$ cat src/rtl/edge_pkg.sv
// Shared types and constants for the edge-detector gradient stage.
package edge_pkg;

   typedef enum logic [1:0] {
      IDLE       = 2'd0,
      LOAD       = 2'd1,
      PROCESSING = 2'd2
   } sobel_state_t;

   // Quantised gradient direction codes
   localparam logic [1:0] DIR_0   = 2'd0;
   localparam logic [1:0] DIR_45  = 2'd1;
   localparam logic [1:0] DIR_90  = 2'd2;
   localparam logic [1:0] DIR_135 = 2'd3;

   localparam int NUM_ROWS   = 16;
   localparam int COLS       = 3;
   localparam int OUT_ROWS   = 14;
   localparam int LAST_INDEX = 6;

   // 3x3 neighbourhood indexed [row][col]; row 0 = top, col 0 = left
   typedef logic [2:0][2:0][7:0] pix3x3_t;

   function automatic logic [10:0] abs11(input logic signed [10:0] v);
      return v[10] ? 11'(-v) : 11'(v);
   endfunction

endpackage

$ cat src/rtl/sobel_controller_if.sv
// Column-in / gradient-out bundle between blur, sobel and NMS stages.
// Handshake: there is no backpressure. A rising edge on blur_final offers a
// new column on blur_in (held stable until it is loaded); sobel_valid is a
// one-cycle pulse marking mag_out/dir_out as a coherent new column.
interface sobel_controller_if;
   import edge_pkg::*;

   logic [31:0]                anchor_x;
   logic                       blur_final;
   logic [NUM_ROWS-1:0][7:0]   blur_in;
   logic [OUT_ROWS-1:0][7:0]   mag_out;
   logic [OUT_ROWS-1:0][1:0]   dir_out;
   logic                       sobel_final;
   logic                       sobel_valid;
   logic                       overrun;
   sobel_state_t               dbg_state;
   logic                       dbg_pending;
   logic [2:0]                 dbg_index;

   modport slave (
      input  anchor_x, blur_final, blur_in,
      output mag_out, dir_out, sobel_final, sobel_valid, overrun,
             dbg_state, dbg_pending, dbg_index
   );

   modport master (
      output anchor_x, blur_final, blur_in,
      input  mag_out, dir_out, sobel_final, sobel_valid, overrun,
             dbg_state, dbg_pending, dbg_index
   );

endinterface

$ cat src/rtl/sobel_unit.sv
// Combinational 3x3 Sobel: magnitude (|gx|+|gy|)>>MAG_SHIFT and 4-way direction.
module sobel_unit
   import edge_pkg::*;
#(
   parameter int MAG_SHIFT = 3
) (
   input  pix3x3_t    pix_i,
   output logic [7:0] mag_o,
   output logic [1:0] dir_o
);

   logic signed [10:0] gx, gy;
   logic [10:0]        ax, ay;
   logic [11:0]        sum;
   logic [12:0]        ax5, ay5, ax2, ay2;

   function automatic logic signed [10:0] wsum(input logic [7:0] a, b, c);
      return $signed({3'b000, a}) + $signed({2'b00, b, 1'b0}) + $signed({3'b000, c});
   endfunction

   // Gradients, magnitude and direction sector
   always_comb begin
      gx    = wsum(pix_i[0][2], pix_i[1][2], pix_i[2][2]) -
              wsum(pix_i[0][0], pix_i[1][0], pix_i[2][0]);
      gy    = wsum(pix_i[2][0], pix_i[2][1], pix_i[2][2]) -
              wsum(pix_i[0][0], pix_i[0][1], pix_i[0][2]);
      ax    = abs11(gx);
      ay    = abs11(gy);
      sum   = {1'b0, ax} + {1'b0, ay};
      mag_o = 8'(sum >> MAG_SHIFT);
      ax5   = 13'(ax) * 13'd5;
      ay5   = 13'(ay) * 13'd5;
      ax2   = 13'(ax) << 1;
      ay2   = 13'(ay) << 1;
      dir_o = DIR_0;
      if (ax == 11'd0 && ay == 11'd0) dir_o = DIR_0;
      else if (ay5 < ax2)             dir_o = DIR_0;
      else if (ax5 < ay2)             dir_o = DIR_90;
      else if (gx[10] == gy[10])      dir_o = DIR_45;
      else                            dir_o = DIR_135;
   end

endmodule

$ cat src/rtl/sobel_controller.sv
// Gradient stage: shifts blurred columns into a 3-column window and computes
// Sobel magnitude/direction for rows 1..14 of the centre column, two rows per cycle.
module sobel_controller
   import edge_pkg::*;
#(
   parameter int MAG_SHIFT = 3
) (
   input logic                clk,
   input logic                n_rst,
   sobel_controller_if.slave  bus
);

   sobel_state_t                         state_q, state_d;
   logic [2:0]                           index_q, index_d;
   logic                                 pending_q, pending_d;
   logic                                 overrun_q, overrun_d;
   logic                                 valid_q, valid_d;
   logic                                 blur_final_q;
   logic [COLS-1:0][NUM_ROWS-1:0][7:0]   win_q;
   logic [OUT_ROWS-1:0][7:0]             mag_q;
   logic [OUT_ROWS-1:0][1:0]             dir_q;
   logic                                 col_ready;
   logic [3:0]                           row_a;
   pix3x3_t                              pix_a, pix_b;
   logic [7:0]                           mag_a, mag_b;
   logic [1:0]                           dir_a, dir_b;

   assign col_ready = bus.blur_final & ~blur_final_q;
   assign row_a     = {index_q, 1'b0};

   // Control state registers
   always_ff @(posedge clk or negedge n_rst) begin
      if (!n_rst) begin
         state_q      <= IDLE;
         index_q      <= 3'd0;
         pending_q    <= 1'b0;
         overrun_q    <= 1'b0;
         valid_q      <= 1'b0;
         blur_final_q <= 1'b0;
      end else begin
         state_q      <= state_d;
         index_q      <= index_d;
         pending_q    <= pending_d;
         overrun_q    <= overrun_d;
         valid_q      <= valid_d;
         blur_final_q <= bus.blur_final;
      end
   end

   // Next state, row index, pending/overrun bookkeeping
   always_comb begin
      state_d   = state_q;
      index_d   = index_q;
      valid_d   = 1'b0;
      case (state_q)
         IDLE: if (col_ready) state_d = LOAD;
         LOAD: begin
            state_d = PROCESSING;
            index_d = 3'd0;
         end
         PROCESSING: begin
            if (index_q == 3'(LAST_INDEX)) begin
               valid_d = 1'b1;
               index_d = 3'd0;
               state_d = (pending_q || col_ready) ? LOAD : IDLE;
            end else begin
               index_d = index_q + 3'd1;
            end
         end
         default: state_d = IDLE;
      endcase
      // Entering LOAD consumes the pending column; index-6 col_ready goes straight there
      pending_d = pending_q;
      if (state_d == LOAD && state_q != LOAD) pending_d = 1'b0;
      else if (col_ready && state_q != IDLE)  pending_d = 1'b1;
      overrun_d = overrun_q | (col_ready & pending_q);
   end

   // Gather the two 3x3 neighbourhoods for rows 2i+1 and 2i+2
   always_comb begin
      pix_a = '0;
      pix_b = '0;
      for (int rr = 0; rr < 3; rr++) begin
         for (int cc = 0; cc < 3; cc++) begin
            pix_a[rr][cc] = win_q[2'(2 - cc)][row_a + 4'(rr)];
            pix_b[rr][cc] = win_q[2'(2 - cc)][row_a + 4'(rr + 1)];
         end
      end
   end

   sobel_unit #(.MAG_SHIFT(MAG_SHIFT)) u_sobel_a (.pix_i(pix_a), .mag_o(mag_a), .dir_o(dir_a));
   sobel_unit #(.MAG_SHIFT(MAG_SHIFT)) u_sobel_b (.pix_i(pix_b), .mag_o(mag_b), .dir_o(dir_b));

   // Window shift on LOAD; progressive result write-back during PROCESSING
   always_ff @(posedge clk or negedge n_rst) begin
      if (!n_rst) begin
         win_q <= '0;
         mag_q <= '0;
         dir_q <= '0;
      end else begin
         if (state_q == LOAD) begin
            if (bus.anchor_x == 32'd0) begin
               win_q <= {bus.blur_in, bus.blur_in, bus.blur_in};
            end else begin
               win_q[2] <= win_q[1];
               win_q[1] <= win_q[0];
               win_q[0] <= bus.blur_in;
            end
         end
         if (state_q == PROCESSING) begin
            mag_q[row_a]        <= mag_a;
            mag_q[row_a + 4'd1] <= mag_b;
            dir_q[row_a]        <= dir_a;
            dir_q[row_a + 4'd1] <= dir_b;
         end
      end
   end

   assign bus.mag_out     = mag_q;
   assign bus.dir_out     = dir_q;
   assign bus.sobel_final = (state_q == IDLE);
   assign bus.sobel_valid = valid_q;
   assign bus.overrun     = overrun_q;
   assign bus.dbg_state   = state_q;
   assign bus.dbg_pending = pending_q;
   assign bus.dbg_index   = index_q;

endmodule

$ cat src/flat_wrapper.sv
// flat-port wrapper written by rule: the top's interface ports become plain ports
module sobel_controller_flat import edge_pkg::*;
#(
   parameter int MAG_SHIFT = 3
)
  (clk, n_rst, bus_anchor_x, bus_blur_final, bus_blur_in, bus_mag_out, bus_dir_out, bus_sobel_final, bus_sobel_valid, bus_overrun, bus_dbg_state, bus_dbg_pending, bus_dbg_index);
  sobel_controller_if bus_i ();
  input logic clk;
  input logic n_rst;
  input wire logic [$bits(bus_i.anchor_x)-1:0] bus_anchor_x;
  input wire logic [$bits(bus_i.blur_final)-1:0] bus_blur_final;
  input wire logic [$bits(bus_i.blur_in)-1:0] bus_blur_in;
  output wire logic [$bits(bus_i.mag_out)-1:0] bus_mag_out;
  output wire logic [$bits(bus_i.dir_out)-1:0] bus_dir_out;
  output wire logic [$bits(bus_i.sobel_final)-1:0] bus_sobel_final;
  output wire logic [$bits(bus_i.sobel_valid)-1:0] bus_sobel_valid;
  output wire logic [$bits(bus_i.overrun)-1:0] bus_overrun;
  output wire logic [$bits(bus_i.dbg_state)-1:0] bus_dbg_state;
  output wire logic [$bits(bus_i.dbg_pending)-1:0] bus_dbg_pending;
  output wire logic [$bits(bus_i.dbg_index)-1:0] bus_dbg_index;
  assign bus_i.anchor_x = bus_anchor_x;
  assign bus_i.blur_final = bus_blur_final;
  assign bus_i.blur_in = bus_blur_in;
  assign bus_mag_out = bus_i.mag_out;
  assign bus_dir_out = bus_i.dir_out;
  assign bus_sobel_final = bus_i.sobel_final;
  assign bus_sobel_valid = bus_i.sobel_valid;
  assign bus_overrun = bus_i.overrun;
  assign bus_dbg_state = bus_i.dbg_state;
  assign bus_dbg_pending = bus_i.dbg_pending;
  assign bus_dbg_index = bus_i.dbg_index;
  sobel_controller #(.MAG_SHIFT(MAG_SHIFT)) u_core (.clk(clk), .n_rst(n_rst), .bus(bus_i));
endmodule
$ cat config.mk
export PLATFORM = sky130hd
export DESIGN_NAME = sobel_controller_flat
export DESIGN_NICKNAME = d
export VERILOG_FILES = /design/src/rtl/edge_pkg.sv /design/src/rtl/sobel_controller_if.sv /design/src/rtl/sobel_unit.sv /design/src/rtl/sobel_controller.sv /design/src/flat_wrapper.sv
export SDC_FILE = /design/constraint.sdc
export NUM_CORES = 1
export LEC_CHECK = 0
export ABC_AREA = 1
export CORE_AREA = 5 5 210 212
export DETAILED_ROUTE_END_ITERATION = 16
export DIE_AREA = 0 0 215 217
export MAX_ROUTING_LAYER = met4
export PLACE_DENSITY = 0.76
export SETUP_SLACK_MARGIN = 0.02
export SKIP_CTS_REPAIR_TIMING = 1
export SYNTH_ARGS = -nofsm -noshare
export SYNTH_HDL_FRONTEND = slang
export SYNTH_SLANG_ARGS = --single-unit
$ cat constraint.sdc
create_clock -name clk -period 8.1 [get_ports clk]
set_input_delay 1.62 -clock clk [delete_from_list [all_inputs] [get_ports clk]]
set_output_delay 1.62 -clock clk [all_outputs]
set_load 0.01 [all_outputs]
# Word-level counts from Yosys, hierarchy flattened
# Memories as Yosys holds them, arrays and structs flattened.
# Index checks and enable logic that the tools add are counted.
# W data, S select, Z words.
dict set report op_classes {
  n_addsub 30
  multipliers 4
  magnitude_cmp 10
  eq_ne 7
  n_mux 55
  bitwise_logic 4
  n_reduce_logical 16
}
# operator count
set op_table {}
lappend op_table {{$mux W256} 1}
lappend op_table {{$bwmux W112} 2}
lappend op_table {{$bmux W8 S4} 6}
lappend op_table {{$mux W8} 14}
lappend op_table {{$add A8 B9 Y10} 8}
lappend op_table {{$add A10 B8 Y11} 6}
lappend op_table {{$bwmux W28} 2}
lappend op_table {{$lt A13 B12 Y1} 4}
lappend op_table {{$mul A11 B3 Y13 const B} 4}
lappend op_table {{$bmux W8 S3} 2}
lappend op_table {{$logic_not A11 Y1} 4}
lappend op_table {{$mux W11} 4}
lappend op_table {{$neg A11 Y11} 4}
lappend op_table {{$sub A11 B11 Y11} 4}
lappend op_table {{$demux W8 S4} 1}
lappend op_table {{$logic_not A32 Y1} 1}
lappend op_table {{$demux W8 S3} 1}
lappend op_table {{$mux W2} 12}
lappend op_table {{$add A11 B11 Y11} 2}
lappend op_table {{$add A11 B9 Y11} 2}
lappend op_table {{$lt A4 B5 Y1 const B} 4}
lappend op_table {{$add A4 B2 Y4 const B} 2}
lappend op_table {{$demux W2 S4} 1}
lappend op_table {{$ge A4 B1 Y1 const B} 2}
lappend op_table {{19 further kinds} 33}
dict set report totals {
  register_bits 405
  mem_bits_ro 448
  in_bits 163
  out_inout_bits 149
  elab_cells 196
  n_memories 4
}
# name depth width rd rd_clocked_by_memory_dff wr line
set memory_table {}
lappend memory_table {{(name not given)} 16 8 1 0 0 sobel_controller.sv:86} ;# pix_b[rr][cc] = win_q[2'(2 - cc)][row_a + 4'(rr + 1)];
lappend memory_table {{(name not given)} 16 8 1 0 0 sobel_controller.sv:85} ;# pix_a[rr][cc] = win_q[2'(2 - cc)][row_a + 4'(rr)];
lappend memory_table {{(name not given)} 16 8 1 0 0 sobel_controller.sv:86}
lappend memory_table {{(name not given)} 8 8 1 0 0 sobel_controller.sv:85}

# Logic depth before layout (Yosys ltp)
# Gate-level depths: netlist of run 1.
dict set report logic_depth {
  word_depth 15
  mapped_depth 50
  ltp_nobuf 43
}

# By module
# A second synthesis of run 1 with hierarchy kept.
dict set report hier_totals {
  cells_unflattened 4512
  area_unflattened_um2 32199.6
}
# module n_inst cells_each area_each_um2 seq_area_each_um2
set by_module_without_submodules {}
lappend by_module_without_submodules {sobel_controller 1 2861 21226.6 10134.7}
lappend by_module_without_submodules {{sobel_unit (u_core.u_sobel_a)} 1 815 5496.5 0.0}
lappend by_module_without_submodules {{sobel_unit (u_core.u_sobel_b)} 1 836 5476.5 0.0}

# Worst setup path before layout of run 1
# OpenSTA, ideal clock, no wires.
dict set report synth_timing {
  path_type {reg2reg}
  startpoint {reg u_core.index_q[0], in the netlist u_core.bus.dbg_index[0]}
  endpoint {reg u_core.dir_q, in the netlist u_core.bus.dir_out[3]}
  setup_time_ns 0.078
  arrival_ns 7.632
  required_ns 8.022
  slack_ns 0.391
  stages_incl_launch_ff 43
  n_path_buf 8
  synth_period_minus_slack_ns 7.709
  path_cell_list {dfrtp_1 inv_2 buf_6 clkbuf_1 clkbuf_1 clkbuf_1 ha_1 buf_2 inv_1 buf_6 clkbuf_1 clkbuf_1 a21oi_1 o21ai_0 a31oi_1 ha_1 a21o_1 a21o_1 [... 7 more ...] nand2_1 inv_1 a221oi_1 nand3_1 ha_1 ha_1 nand2_1 o21ai_0 xnor2_1 inv_1 ha_1 a21oi_1 o211ai_1 nor2_1 nand2_1 nand2_1 nand3_2 a21oi_1}
}
dict set report synth_between {
  elab_chain_cells 15
  elab_cells_between_ends 86
  cone_classes {add/sub: 27; mul: 4; order compare: 6; eq/ne: 2; mux: 36; reduce/logical: 7; memory: 4}
}
# item line
set synth_rtl {}
lappend synth_rtl {{start, declared} sobel_controller.sv:14} ;# logic [2:0] index_q, index_d;
lappend synth_rtl {{start signal, assigned} sobel_controller.sv:42} ;# index_q <= index_d;
lappend synth_rtl {{$add A4 B1 Y4} {sobel_controller.sv:85, sobel_controller.sv:86, sobel_controller.sv:114}}
lappend synth_rtl {{$mem_v2 Z16 W8 / $bmux W8 S4 (equally long branches)} -}
lappend synth_rtl {{$mux W8, on equally long branches} {sobel_controller.sv:85, sobel_controller.sv:86}}
lappend synth_rtl {{$add A8 B9 Y10} sobel_unit.sv:18} ;# return $signed({3'b000, a}) + $signed({2'b00, b, 1'b0}) + $signed({3'b000, c});
lappend synth_rtl {{$add A10 B8 Y11 / $add A11 B9 Y11 (equally long branches)} sobel_unit.sv:18}
lappend synth_rtl {{$sub A11 B11 Y11} sobel_unit.sv:23} ;# gx = wsum(pix_i[0][2], pix_i[1][2], pix_i[2][2]) -
lappend synth_rtl {{$neg A11 Y11} edge_pkg.sv:25} ;# return v[10] ? 11'(-v) : 11'(v);
lappend synth_rtl {{$mux W11} edge_pkg.sv:25}
lappend synth_rtl {{$mul A11 B3 Y13} sobel_unit.sv:31} ;# ax5 = 13'(ax) * 13'd5;
lappend synth_rtl {{$lt A13 B12 Y1} sobel_unit.sv:38} ;# else if (ax5 < ay2) dir_o = DIR_90;
lappend synth_rtl {{$mux W2} sobel_unit.sv:38}
lappend synth_rtl {{$mux W2} sobel_unit.sv:37} ;# else if (ay5 < ax2) dir_o = DIR_0;
lappend synth_rtl {{$mux W2} sobel_unit.sv:36} ;# if (ax == 11'd0 && ay == 11'd0) dir_o = DIR_0;
lappend synth_rtl {{$bwmux W28} sobel_controller.sv:113} ;# dir_q[row_a] <= dir_a;
lappend synth_rtl {{$bwmux W28 *} sobel_controller.sv:114} ;# dir_q[row_a + 4'd1] <= dir_b;
lappend synth_rtl {{end signal, assigned by index} sobel_controller.sv:113}
lappend synth_rtl {{end signal, assigned by index} sobel_controller.sv:114}
lappend synth_rtl {{end, declared} sobel_controller.sv:21} ;# logic [OUT_ROWS-1:0][1:0] dir_q;
# Every way passes the cells marked *; elsewhere a longest branch is shown, timed or not. The select of a mux whose other input is x is not followed.
# A chain may end at the register's enable or synchronous reset.

# Worst setup path after layout of run 1
dict set report layout_timing {
  startpoint {reg u_core.index_q[2], in the netlist u_core.bus.dbg_index[2]}
  endpoint {reg u_core.dir_q, in the netlist u_core.bus.dir_out[5]}
}
# Same word-level chain as after synthesis.

==> flow_summary.json, run 1 <==
{
  "drive_gt1_share_pct": 7.66,
  "drt_iter0_markers": 1918,
  "maxSlewHeadroom_pct": 22.4,
  "synth_area_per_cell_um2": 7.71,
  "cp.arrival_ns": 8.03,
  "antenna_cells": 0,
  "hpwl_mm": 50.9,
  "grt_overflow": 0,
  "synth_area_leader_cell": "dfrtp_1",
  "cts-root-buf": "clkbuf_16",
  "clk_path_buf_depth": 3,
  "hold_viol": 0,
  "ys_ff_latch": 293,
  "critPathLaunchType": "register",
  "fin_crit_sh_pct": 94.1,
  "core_area_mm2": 0.0418,
  "die_y_um": 217,
  "first_pass_iters": 6,
  "pin_count": 312,
  "synth_area_leaders": "dfrtp_1 (36%), ha_1 (13%), nand2_1 (9.9%)",
  "cp_num_buf_inv": 9,
  "setup_viol": 0,
  "cpPeakStageDelay_ns": 0.61,
  "netlist_instances": 2676,
  "syn_to_final_growth_pct": 23.8,
  "syn_area_mm2": 0.0206,
  "crit_path_top_delay_cell": "inv_1",
  "initial_core_util_pct": 49.4,
  "via_count": 19800,
  "finClkSkew_ns": 0.0216,
  "synth_fp_nets": 3056,
  "worstMarginPinSlew_ns": 1.16,
  "synth_seq_area_share_pct": 35.5,
  "worst_ep_required_time_ns": 8.51,
  "crit_top_cell": "nand2_1",
  "synth_warnings": 0,
  "dp.cells": 3451,
  "grt_antenna_before_repair": 0,
  "grt_use_total_pct": 28.3,
  "fmax_mhz": 131,
  "die_area_mm2": 0.0467,
  "synth-main-ff-cell": "dfrtp_1",
  "finalSetupTns_ns": 0,
  "path_clk_slew_ns": 0.06,
  "io_buffers": 311,
  "grt_pass1_wl_mm": 104,
  "critical_path.endpoint_type": "register",
  "grt_pass1_vias": 19300,
  "critical_path_class": "register to register",
  "cp_max_fo": 16,
  "layout.nets": 3330,
  "routed_wl_mm": 67.0,
  "drtAntennaViolNets": 0,
  "async_reset_ff_share_pct": 100,
  "insertion_delay_ns": 0.55,
  "viasPerCell": 5.63,
  "period_minus_slack_ns": 7.62,
  "rows": 75,
  "synth_top_area_share_pct": 35.5,
  "layoutNonFillerInstCount": 3514,
  "synth_edf_count": 0,
  "gp_congestion": 0.979,
  "grt_max_degree": 199,
  "cts_buffers": 34,
  "hp-class": "register to register",
  "cap_violations": 0,
  "cts_tree": "built",
  "rsz0062_at_grt": "no",
  "synth.distinct_cells": 54,
  "wl_per_cell_um": 19.1,
  "drc": 0,
  "clock_sinks": 293,
  "run_status": "completed",
  "die_w_um": 215,
  "h-tree-depth": 2,
  "final-max-slew-violation-count": 0,
  "critPathTopFamily": "simple AND/OR/NAND/NOR gates"
}
-- worst register-to-register path, delay by kind of cell, from the launching register on --
| kind | cells | cell delay [ns] |
|---|---|---|
| buffers and inverters | 9 | 1.42 |
| adders and majority gates | 7 | 2.12 |
| DFF | 1 | 0.57 |
| xor gates and xnor gates | 1 | 0.14 |
| and+or+nand+nor | 16 | 2.52 |
| AOI/OAI and AO/OA | 5 | 0.73 |
-- flip-flops by register name (all words and copies together) (netlist names) --
| register | cells |
|---|---|
| u_core.bus.mag_out | 112 |
| u_core.blur_final_q | 1 |
| u_core.bus.dbg_index | 3 |
| u_core.bus.overrun | 1 |
| u_core.bus.dir_out | 28 |
| u_core.win_q | 144 |
| u_core.bus.dbg_state | 2 |
| u_core.bus.dbg_pending | 1 |
| u_core.bus.sobel_valid | 1 |
-- area by class of cell --
type | count | area, um^2
Tap cell | 539 | 674
Timing Repair Buffer | 342 | 3400
Fill cell | 3549 | 16200
Multi-Input combinational cell | 1899 | 11500
Clock inverter | 18 | 282
Clock buffer | 43 | 945
Inverter | 380 | 1430
Sequential cell | 293 | 7340
-- cell families (layout without fill, tap and decap cells) --
family                   after synthesis  in the layout  synth area share, %
AND/OR/NAND/NOR                      975            975                 20.6
buffers and inverters                484            783                 9.08
adder cells (fa/ha/maj)              217            217                 13.5
multiplexers                          45             45                 2.36
flip-flops                           293            293                 35.5
XOR/XNOR                              64             64                 2.86
AO/OA/AOI/OAI                        598            598                 16.0
-- through the flow --
stage	instance area, um^2	hold WS [ns]	setup slack [ns]	utilization [%]
finish	25500	0.479	0.481	61.2
global placement	24300	0.439	0.475	58.1
floorplan	20600	0.492	0.391	-
CTS	25500	0.482	0.174	61.0
detailed placement	24300	0.467	0.260	58.1
global route	25500	0.496	0.0241	61.2
-- synth_stat cells (5+ instances only) --
cell / instances
nand4_1: 34
or2_2: 17
xnor2_1: 31
a31oi_1: 16
nand3_1: 121
nor3_1: 20
xor2_1: 29
a21o_1: 24
nand3b_1: 5
a211oi_1: 8
a21oi_1: 186
nand2_1: 546
nor2_1: 162
mux2i_1: 15
inv_1: 368
nand3_2: 13
buf_6: 5
a221oi_1: 15
o22ai_1: 23
o21ai_1: 16
fa_1: 10
nor4_1: 14
o211ai_1: 11
o21ai_0: 270
o21bai_1: 6
inv_2: 9
clkbuf_1: 81
ha_1: 207
buf_1: 11
dfrtp_1: 293
a21oi_2: 9
nand2_2: 26
mux2_2: 30
-- layout by cell type (no fill, tap or decap), drive strengths merged, types with 32 or more instances in the layout --
cell	synthesis	layout
dfrtp	293	293
nand3	134	134
buf	23	32
clkbuf	81	43
ha	207	207
xnor2	34	34
nand2	576	576
o21ai	289	289
nor2	168	168
a21oi	195	195
nand4	37	37
clkdlybuf4s50	0	310
inv	377	381
-- layer usage --
layer	wire [um]	GRT usage (%)	part of all wire (%)	up-vias
met5	0	-	0	-
met4	2990	11.4	4.5	0
met3	5190	5.14	7.7	170
met2	31300	46.1	47	920
met1	27500	35.4	41	9300
li1	-	-	-	9397
-- path summary, 6_finish.rpt --
| kind | to | from | slack, ns | depth (start not counted) |
|---|---|---|---|---|
| max | u_core.bus.dir_out[5] | u_core.bus.dbg_index[2] | 0.48 | 38 |
| min | u_core.bus.overrun | u_core.bus.overrun | 0.48 | 1 |
| max reg2reg | u_core.bus.dir_out[5] | u_core.bus.dbg_index[2] | 0.48 | 38 |
| min reg2reg | u_core.bus.overrun | u_core.bus.overrun | 0.48 | 1 |
| max in group asynchronous | u_core.win_q[100] | n_rst | 5.52 | 2 |
| min in group asynchronous | u_core.bus.overrun | n_rst | 1.09 | 1 |
Power of run 1 is not shown: default switching activity piles up to over one toggle a cycle in this logic, so the estimate is an artifact.
==> run 2: changes to the inputs <==
--- a/config.mk
+++ b/config.mk
@@ -6,9 +6,9 @@
 export NUM_CORES = 1
 export LEC_CHECK = 0
 export ABC_AREA = 1
-export CORE_AREA = 5 5 210 212
+export CORE_AREA = 5 5 221 201
 export DETAILED_ROUTE_END_ITERATION = 16
-export DIE_AREA = 0 0 215 217
+export DIE_AREA = 0 0 226 206
 export MAX_ROUTING_LAYER = met4
 export PLACE_DENSITY = 0.76
 export SETUP_SLACK_MARGIN = 0.02
==> constraint.sdc (replaced) <==
create_clock -name clk -period 8.1 [get_ports clk]
set_input_delay 1.62 -clock clk [delete_from_list [all_inputs] [get_ports clk]]
set_output_delay 1.62 -clock clk [all_outputs]
set_load 0.1 [all_outputs]
==> run 2 against run 1 <==
Against the previous run: global-route usage increased by 2.2 points; clock skew decreased by 0.0031 ns; sequential cell count unchanged; cell count increased by 0.54%; via count decreased by 0.59%; register-to-register slack got worse by 0.15 ns; wire length increased by 5.0%; sequential share of layout area about the same; die area decreased by 0.21%; count of clock-buffer cells in the layout increased by 6; hold slack improved by 0.0027 ns; critical path type unchanged.
==> flow_summary.json, run 2 (same netlist as run 1, synthesis figures left out) <==
{
  "layout.nets": 3343,
  "r2r_start": "u_core.bus.dbg_index[0]",
  "die_y_um": 206,
  "grt_use_total_pct": 30.5,
  "cp.arrival_ns": 8.20,
  "critical_path.endpoint_type": "register",
  "via_count": 19700,
  "die_area_mm2": 0.0466,
  "critPathCapture": "u_core.bus.dir_out[25]",
  "period_minus_slack_ns": 7.77,
  "drc": 0,
  "routed_wl_mm": 70.4,
  "setup_viol": 0,
  "io_buffers": 311,
  "cp_max_fo": 67,
  "wl_per_cell_um": 19.9,
  "path_depth": 38,
  "insertion_delay_ns": 0.56,
  "final-max-slew-violation-count": 0,
  "initial_core_util_pct": 49.5,
  "grt_antenna_before_repair": 0,
  "cp_num_buf_inv": 8,
  "drtAntennaViolNets": 0,
  "worstMarginPinSlew_ns": 1.18,
  "largest_reg_flops": 144,
  "h-tree-depth": 2,
  "antenna_cells": 0,
  "maxSlewHeadroom_pct": 20.8,
  "drive_gt1_share_pct": 7.97,
  "gp_congestion": 1.00,
  "timing.rr.end": "u_core.bus.dir_out[25]",
  "path_clk_slew_ns": 0.06,
  "grt_pass1_wl_mm": 108,
  "critPathTopFamily": "compound AO/OA/AOI/OAI gates",
  "grt_max_degree": 128,
  "finClkSkew_ns": 0.0185,
  "clock_sinks": 293,
  "cts_tree": "built",
  "cpPeakStageDelay_ns": 0.62,
  "fin_crit_sh_pct": 96.0,
  "grt_pass1_vias": 19000,
  "cts-root-buf": "clkbuf_16",
  "final_common_cell": "nand2_1",
  "rows": 71,
  "rsz0062_at_grt": "no",
  "final_cell_mix": "nand2_1 (545), inv_1 (364), clkdlybuf4s50_1 (310)",
  "crit_path_top_delay_cell": "o21ai_0",
  "hold_viol": 0,
  "crit_start": "u_core.bus.dbg_index[0]",
  "fmax_mhz": 129,
  "drt_iter0_markers": 1800,
  "worst_ep_required_time_ns": 8.53,
  "viasPerCell": 5.57,
  "hpwl_mm": 54.2,
  "clk_path_buf_depth": 3,
  "r2r_cells": 38,
  "pin_count": 312,
  "reg2reg_slack_ns": 0.33,
  "cts_buffers": 35,
  "hp-class": "register to register",
  "critical_path_class": "register to register",
  "cap_violations": 0,
  "syn_to_final_growth_pct": 23.8,
  "run_status": "completed",
  "first_pass_iters": 6,
  "finalSetupTns_ns": 0,
  "core_area_mm2": 0.0417,
  "grt_overflow": 0,
  "die_w_um": 226,
  "top_register": "u_core.win_q",
  "critPathLaunchType": "register"
}
-- run 2: cell count changes in the layout (fill, tap and decap cells not counted), moves of 3 or more --
cell and change:
buf_4 +12, inv_1 -3, bufinv_16 -6, clkbuf_1 +3
-- run 2: per-layer routing --
metal	GRT usage (%)	vias to the layer above	routed length, um
li1	-	9429	-
met1	41.3	9372	30700
met2	45.6	740	31000
met3	7.43	130	6290
met4	9.42	0	2440
met5	-	-	0
-- run 2: worst min path at each step --
stage / from / to / slack, ns / cells after the start
after global routing: u_core.bus.dir_out[13] / u_core.bus.dir_out[13] / 0.50 / 2
after CTS: u_core.bus.mag_out[51] / u_core.bus.mag_out[51] / 0.49 / 2
after floorplan: u_core.win_q[113] / u_core.win_q[113] / 0.49 / 1
after detailed placement: u_core.bus.mag_out[51] / u_core.bus.mag_out[51] / 0.47 / 2
final: u_core.bus.mag_out[51] / u_core.bus.mag_out[51] / 0.48 / 2
after global placement: u_core.bus.overrun / u_core.bus.overrun / 0.45 / 1
-- run 2: cell type report --
type | instances | area [um^2]
Clock inverter | 11 | 119
Fill cell | 3708 | 16100
Multi-Input combinational cell | 1899 | 11500
Tap cell | 547 | 684
Inverter | 380 | 1440
Sequential cell | 293 | 7340
Timing Repair Buffer | 354 | 3470
Clock buffer | 49 | 1010
-- run 2: worst min-delay path: cells and delay by family (launching register included) --
family | cells | cell delay (ns)
AOI/OAI and AO/OA | 1 | 0.06
and+or+nand+nor | 1 | 0.05
DFF | 1 | 0.34
-- run 2: through the flow --
stage	setup slack [ns]	util, %	hold slack, ns	instance area, um^2	instances
finish	0.327	61.3	0.482	25500	3533
CTS	0.210	61.1	0.487	25400	3527
detailed placement	0.218	58.3	0.471	24300	3467
floorplan	0.162	-	0.492	20600	2676
global placement	0.383	58.3	0.446	24300	3467
global route	0.0236	61.3	0.504	25500	3533
Power of run 2 is left out for the same reason.
==> run 3: changes to the inputs <==
--- a/config.mk
+++ b/config.mk
@@ -16,3 +16,4 @@
 export SYNTH_ARGS = -nofsm -noshare
 export SYNTH_HDL_FRONTEND = slang
 export SYNTH_SLANG_ARGS = --single-unit
+export TNS_END_PERCENT = 30
==> results of run 3 <==
Same layout as run 2: the final DEF is identical, and so are final timing and power.
Power of run 3 is left out for the same reason.
